--- src/rtl/frame_arb_mport.sv ---
// frame_arb_mport: N-port frame arbiter feeding the array controller.
// Selects one eligible source at a time, holds the grant from sof to eof,
// drops the len field and presents beats through a registered output stage.
module frame_arb_mport #(
    parameter int NUM_PORTS = 4,
    parameter int COL_W     = 6,
    parameter int ROW_W     = 16,
    parameter int LEN_W     = 8,
    parameter int DATA_W    = 64,
    parameter int WEIGHT_W  = 4,
    parameter int PORT_W    = 3,
    parameter int IN_W      = 3 + ROW_W + COL_W + LEN_W + DATA_W,
    parameter int OUT_W     = 3 + ROW_W + COL_W + DATA_W
) (
    input  logic                          clk,
    input  logic                          rst_n,
    input  logic                          mc_en,
    input  logic [1:0]                    arb_mode,
    input  logic [PORT_W-1:0]             prio_port,
    input  logic [NUM_PORTS*WEIGHT_W-1:0] weights,
    input  logic [NUM_PORTS-1:0]          in_valid,
    output logic [NUM_PORTS-1:0]          in_ready,
    input  logic [NUM_PORTS*IN_W-1:0]     in_data,
    output logic                          out_valid,
    input  logic                          out_ready,
    output logic [OUT_W-1:0]              out_data,
    output logic [PORT_W-1:0]             out_port,
    output logic                          busy
);

    // Slot count covering every value a PORT_W index can take, so any
    // index (grant, last grant, prio_port) selects a defined entry.
    localparam int NSLOT = 1 << PORT_W;
    localparam int HDR_W = 3 + ROW_W + COL_W;

    typedef enum logic {IDLE, LOCK} state_t;

    state_t              state_q, state_d;
    logic [PORT_W-1:0]   grant_q, grant_d;
    logic [PORT_W-1:0]   last_grant_q, last_grant_d;
    logic [WEIGHT_W-1:0] wrr_cnt_q, wrr_cnt_d;
    logic                out_valid_q, out_valid_d;
    logic [OUT_W-1:0]    out_data_q, out_data_d;
    logic [PORT_W-1:0]   out_port_q, out_port_d;

    logic [NSLOT-1:0]    elig_full;
    logic [IN_W-1:0]     port_data [NSLOT];
    logic [WEIGHT_W-1:0] port_weight [NSLOT];
    logic                len_unused;

    logic [PORT_W-1:0]   fixed_pick, rr_pick;
    logic [WEIGHT_W-1:0] w_eff;
    logic                wrr_stay;
    logic [IN_W-1:0]     cur_beat;
    logic                can_load;
    logic                hs;

    // Unpack the flat port buses into per-port beats, weights and eligibility.
    always_comb begin
        elig_full  = '0;
        len_unused = 1'b0;
        for (int i = 0; i < NSLOT; i++) begin
            port_data[i]   = '0;
            port_weight[i] = '0;
        end
        for (int i = 0; i < NUM_PORTS; i++) begin
            port_data[i]   = in_data[i*IN_W +: IN_W];
            port_weight[i] = weights[i*WEIGHT_W +: WEIGHT_W];
            elig_full[i]   = in_valid[i] & in_data[i*IN_W + IN_W - 2];
            len_unused     = len_unused ^ (^in_data[i*IN_W + DATA_W +: LEN_W]);
        end
    end

    // Candidate winners for each arbitration mode; lower scan positions overwrite later ones.
    always_comb begin
        fixed_pick = '0;
        for (int i = NUM_PORTS - 1; i >= 0; i--) begin
            if (elig_full[i]) fixed_pick = PORT_W'(i);
        end
        rr_pick = '0;
        for (int k = NUM_PORTS; k >= 1; k--) begin
            if (elig_full[PORT_W'((int'(last_grant_q) + k) % NUM_PORTS)])
                rr_pick = PORT_W'((int'(last_grant_q) + k) % NUM_PORTS);
        end
        w_eff    = (port_weight[last_grant_q] == '0) ? WEIGHT_W'(1) : port_weight[last_grant_q];
        wrr_stay = elig_full[last_grant_q] && (wrr_cnt_q < (w_eff - WEIGHT_W'(1)));
    end

    // Next-state, grant bookkeeping, input ready and output register loading.
    always_comb begin
        state_d      = state_q;
        grant_d      = grant_q;
        last_grant_d = last_grant_q;
        wrr_cnt_d    = wrr_cnt_q;
        out_valid_d  = out_valid_q;
        out_data_d   = out_data_q;
        out_port_d   = out_port_q;
        in_ready     = '0;
        hs           = 1'b0;
        cur_beat     = port_data[grant_q];
        can_load     = !out_valid_q || out_ready;

        if (out_ready) out_valid_d = 1'b0;

        case (state_q)
            IDLE: begin
                if (mc_en && (|elig_full)) begin
                    state_d = LOCK;
                    case (arb_mode)
                        2'd0: grant_d = fixed_pick;
                        2'd1: grant_d = rr_pick;
                        2'd2: begin
                            if (wrr_stay) begin
                                grant_d   = last_grant_q;
                                wrr_cnt_d = wrr_cnt_q + WEIGHT_W'(1);
                            end else begin
                                grant_d   = rr_pick;
                                wrr_cnt_d = '0;
                            end
                        end
                        default: grant_d = elig_full[prio_port] ? prio_port : rr_pick;
                    endcase
                end
            end
            LOCK: begin
                for (int i = 0; i < NUM_PORTS; i++) begin
                    if (grant_q == PORT_W'(i)) begin
                        in_ready[i] = can_load;
                        hs          = can_load & in_valid[i];
                    end
                end
                if (hs) begin
                    out_valid_d = 1'b1;
                    out_data_d  = {cur_beat[IN_W-1 -: HDR_W], cur_beat[DATA_W-1:0]};
                    out_port_d  = grant_q;
                    if (cur_beat[IN_W-3]) begin
                        last_grant_d = grant_q;
                        state_d      = IDLE;
                    end
                end
            end
            default: state_d = IDLE;
        endcase
    end

    // State and output registers with asynchronous clear.
    always_ff @(posedge clk or negedge rst_n) begin
        if (!rst_n) begin
            state_q      <= IDLE;
            grant_q      <= '0;
            last_grant_q <= PORT_W'(NUM_PORTS - 1);
            wrr_cnt_q    <= '0;
            out_valid_q  <= 1'b0;
            out_data_q   <= '0;
            out_port_q   <= '0;
        end else begin
            state_q      <= state_d;
            grant_q      <= grant_d;
            last_grant_q <= last_grant_d;
            wrr_cnt_q    <= wrr_cnt_d;
            out_valid_q  <= out_valid_d;
            out_data_q   <= out_data_d;
            out_port_q   <= out_port_d;
        end
    end

    assign out_valid = out_valid_q;
    assign out_data  = out_data_q;
    assign out_port  = out_port_q;
    assign busy      = (state_q == LOCK);

endmodule

--- config.mk ---
export PLATFORM = sky130hd
export DESIGN_NAME = frame_arb_mport
export DESIGN_NICKNAME = d
export VERILOG_FILES = /design/src/rtl/frame_arb_mport.sv
export SDC_FILE = /design/constraint.sdc
export NUM_CORES = 1
export LEC_CHECK = 0
export BUFFER_PORTS_ARGS = -buffer_cell sky130_fd_sc_hd__buf_2
export CAP_MARGIN = 30
export CORE_AREA = 2 2 201 203
export CTS_CLUSTER_SIZE = 8
export DETAILED_ROUTE_END_ITERATION = 8
export DIE_AREA = 0 0 203 205
export GPL_TIMING_DRIVEN = 0
export PLACE_DENSITY_LB_ADDON = 0.1
export RECOVER_POWER = 50
export SLEW_MARGIN = 20
export SYNTH_ARGS = -nofsm -noshare
export SYNTH_HDL_FRONTEND = slang
export SYNTH_SLANG_ARGS = --single-unit
--- constraint.sdc ---
create_clock -name clk -period 3.7 [get_ports clk]
set_input_delay 0.185 -clock clk [delete_from_list [all_inputs] [get_ports clk]]
set_output_delay 0.185 -clock clk [all_outputs]
set_load 0.005 [all_outputs]
==> metrics.csv <==
stage;metric;value;unit
outcome;outcome;finished, violations left;
outcome;violations;capacitance limit, slew limit;
logic_synthesis;async_flop_share;100;%
finish;multiInputGateArea;3860;um2
finish;nNetsFinal;1353;
floorplan;start_util;16.9;%
timing;fmax;288;MHz
logic_synthesis;synth-simple-area-share;5.24;%
clocking;h-tree-depth;3;
floorplan;die_w;203;um
floorplan;fp-row-count;73;
logic_synthesis;postSynthCellCount;431;
timing;post-route-period-util;93.7;%
finish;regArea;2610;um2
worst_setup_path;crit_path_end_kind;register;
floorplan;fp.coreArea;39400;um2
timing;min_period;3.47;ns
timing;skew;0.0105;ns
timing;slew_headroom;-72.9;%
timing;setup_ws;0.232;ns
worst_setup_path;cp.arrival;3.70;ns
logic_synthesis;synth.distinct_cells;47;
logic_synthesis;synth_ff_type;dfrtp_1;
worst_setup_path;crit_path_start;last_grant_q[0];
min_path;holdPathStages;3;
clocking;clockRootBuffer;clkbuf_16;
power;power_density;723;nW/um2
logic_synthesis;synth_edf_count;0;
routing;dr.first_iter.drc_count;204;
floorplan;dieArea;41600;um2
global_routing;grt_pass1_wl;41.1;mm
timing;finalSetupViolations;0;
logic_synthesis;synth_compound_area_share;3.30;%
logic_synthesis;synth-adder-area-share;0.942;%
power;leakagePower;4.48;nW
min_path;whs_endpoint;busy;
worst_setup_path;rrSetupSlack;0.23;ns
finish;drive_gt1_share;67.2;%
timing;worst_pin_slew;2.59;ns
floorplan;die_h;205;um
run;maxCapViolations;1;
logic_synthesis;syn_area;6640;um2
min_path;hold_class;input pin to register;
logic_synthesis;syn-num-nets;853;
worst_setup_path;r2r_cells;12;
worst_setup_path;required;3.93;ns
power;ir_drop;202;uV
min_path;holdCritStartpoint;mc_en;
worst_setup_path;cp-start-kind;register;
routing;wirelength;28.5;mm
timing;fin_hold_ws;0.0938;ns
worst_setup_path;crit_path_max_fanout;6;
routing;viasPerCell;4.14;
logic_synthesis;synth-xor-area-share;0.132;%
worst_setup_path;r2r-end;grant_q[1];
power;finalPower;7.24;mW
logic_synthesis;synth.avg_cell_area;15.4;um2
global_routing;track_usage;13.2;%
routing;wire_per_inst;19.5;um
global_routing;grt_pass1_vias;6529;
floorplan;io_pins;515;
clocking;cts_buffer_depth;2;
routing;firstDrtPassIters;4;
timing;finalSetupTns;0;ns
global_routing;grt_start_max_net_pins;56;
clocking;numCtsBuffers;9;
logic_synthesis;yosysSeqAreaShare;39.2;%
worst_setup_path;regToRegStartpoint;last_grant_q[0];
place;place_worst_setup_slack;0.0394;ns
routing;num_vias;6057;
logic_synthesis;synth_seq_cells;104;
finish;fin_cells;1463;
place;place.gp.congestion;0.755;
timing;hold_viol_final;0;
clocking;cts_tree;done;
finish;area_delta_synth_final;50.8;%
logic_synthesis;synthMuxAreaShare;48.5;%
clocking;cts_sinks;104;
logic_synthesis;synth_top_family_by_area;multiplexers;
routing;antenna_left;0;
worst_setup_path;critPathKind;register to register;
place;port-buffer-count;482;
global_routing;grt_overflow;0;
place;dp.final_hpwl;23.5;mm
finish;nFillCells;4304;
place;dpl.cell_count;1439;
timing;rsz0062_at_grt;no;
timing;slew_violations;50;
clocking;clkTransAtPathRegs;0.08;ns
routing;route.detailed.drc;0;
global_routing;antenna_found_initial;2;
logic_synthesis;ys_warn_count;0;
clocking;worstSkewPairLatency;0.36;ns
[layout by cell type, fill, tap and decap left out, types with 2 or more instances in the layout]
cell type and instances:
a21oi_1 6, and2_1 5, and3_1 2, and3b_1 2, buf_1 4, buf_2 409
buf_4 4, buf_6 2, clkbuf_1 102, clkbuf_16 9, clkbuf_8 2, clkinvlp_4 2
dfrtp_1 102, dfstp_2 2, diode_2 2, ha_1 5, inv_1 6, mux2_2 91
mux4_1 2, mux4_2 95, nand2_1 16, nand2b_1 4, nand3_1 4, nand3b_1 3
nor2_1 6, nor2b_1 5, nor3b_1 2, o211ai_1 2, o21ai_0 4, o221ai_1 3
o22ai_1 2, or2_2 4
[state kept, by name, indices dropped and copies added (netlist names)]
register	flops
out_valid	1
last_grant_q	3
busy	1
grant_q	3
out_port	3
out_data	89
wrr_cnt_q	4
[area by class of cell]
class                      count  share of cell area, %
tap                          525                   6.56
multi-input combinational    285                   38.5
buffer                        35                   1.54
sequential                   104                   26.0
inverter                       6                  0.225
antenna                        2                 0.0500
clock inverter                 5                  0.625
timing repair buffer         490                   23.9
clock buffer                  11                   2.52
[per-stage QoR]
| step | util, % | instance area, um2 |
|---|---|---|
| finish | 25.4 | 10000 |
| global route | 25.4 | 10000 |
| CTS | 25.6 | 10100 |
| detailed placement | 24.8 | 9740 |
| global placement | 24.7 | 9710 |
| floorplan | - | 6640 |
[critical path: stages, from the launching register on]
cell and delay, ns:
dfstp_2 0.60, mux4_1 0.62, o21ai_2 0.24, inv_1 0.07, ha_1 0.21, xnor2_1 0.13
ha_1 0.19, a211oi_2 0.21, nand2_1 0.13, o41ai_4 0.34, buf_4 0.19, nor4b_1 0.05
or3_1 0.35
[worst max path at each step]
stage | endpoint | depth (start not counted)
finish | grant_q[1] | 12
global route | grant_q[1] | 13
CTS | grant_q[1] | 13
detailed placement | grant_q[1] | 13
global placement | grant_q[1] | 13
floorplan | grant_q[1] | 13
[report_power, final]
part | internal, mW | leakage (nW) | total [mW] | switching (mW)
clock | 0.567 | 0.148 | 1.04 | 0.476
sequential | 1.73 | 1.23 | 2.01 | 0.279
combinational | 2.22 | 3.10 | 4.19 | 1.97
[cell families (layout without fill, tap and decap cells)]
logic type,after synthesis,count (layout)
fa+ha+maj,5,5
flops,104,104
compound gates,29,29
simple gates,62,62
xor+xnor,1,1
other cells,0,2
mux,188,188
buf+inv,42,547
[Yosys cell counts (4+ instances only)]
| library cell | n | area [um2] |
|---|---|---|
| nand2_1 | 16 | 60.1 |
| ha_1 | 5 | 62.6 |
| nor2b_1 | 5 | 31.3 |
| or2_2 | 4 | 25.0 |
| o21ai_0 | 4 | 20.0 |
| dfrtp_1 | 102 | 2550 |
| buf_2 | 17 | 85.1 |
| nor2_1 | 6 | 22.5 |
| inv_1 | 6 | 22.5 |
| clkbuf_1 | 16 | 60.1 |
| nand3_1 | 4 | 20.0 |
| mux2_2 | 91 | 1020 |
| mux4_2 | 95 | 2140 |
| nand2b_1 | 4 | 25.0 |
| a21oi_1 | 6 | 30.0 |
| and2_1 | 5 | 31.3 |
[routing by layer]
metal | up-vias | part of all wire (%) | global-route usage, % | routed length [um]
met2 | 240 | 51 | 23.6 | 14700
li1 | 2737 | - | - | -
met3 | 26 | 6.4 | 3.31 | 1830
met5 | - | 0.025 | 0 | 7
met1 | 3052 | 40 | 15.9 | 11500
met4 | 2 | 1.6 | 3.10 | 465
[what timing repair did]
action                                  4_1_cts  5_1_grt
resized for setup                             0        1
hold buffers                                  1        0
endpoints found under the setup margin        0        4
buffers inserted                              0        4
hold endpoints to repair                     47        0
Power figures use the tool's default switching activity.
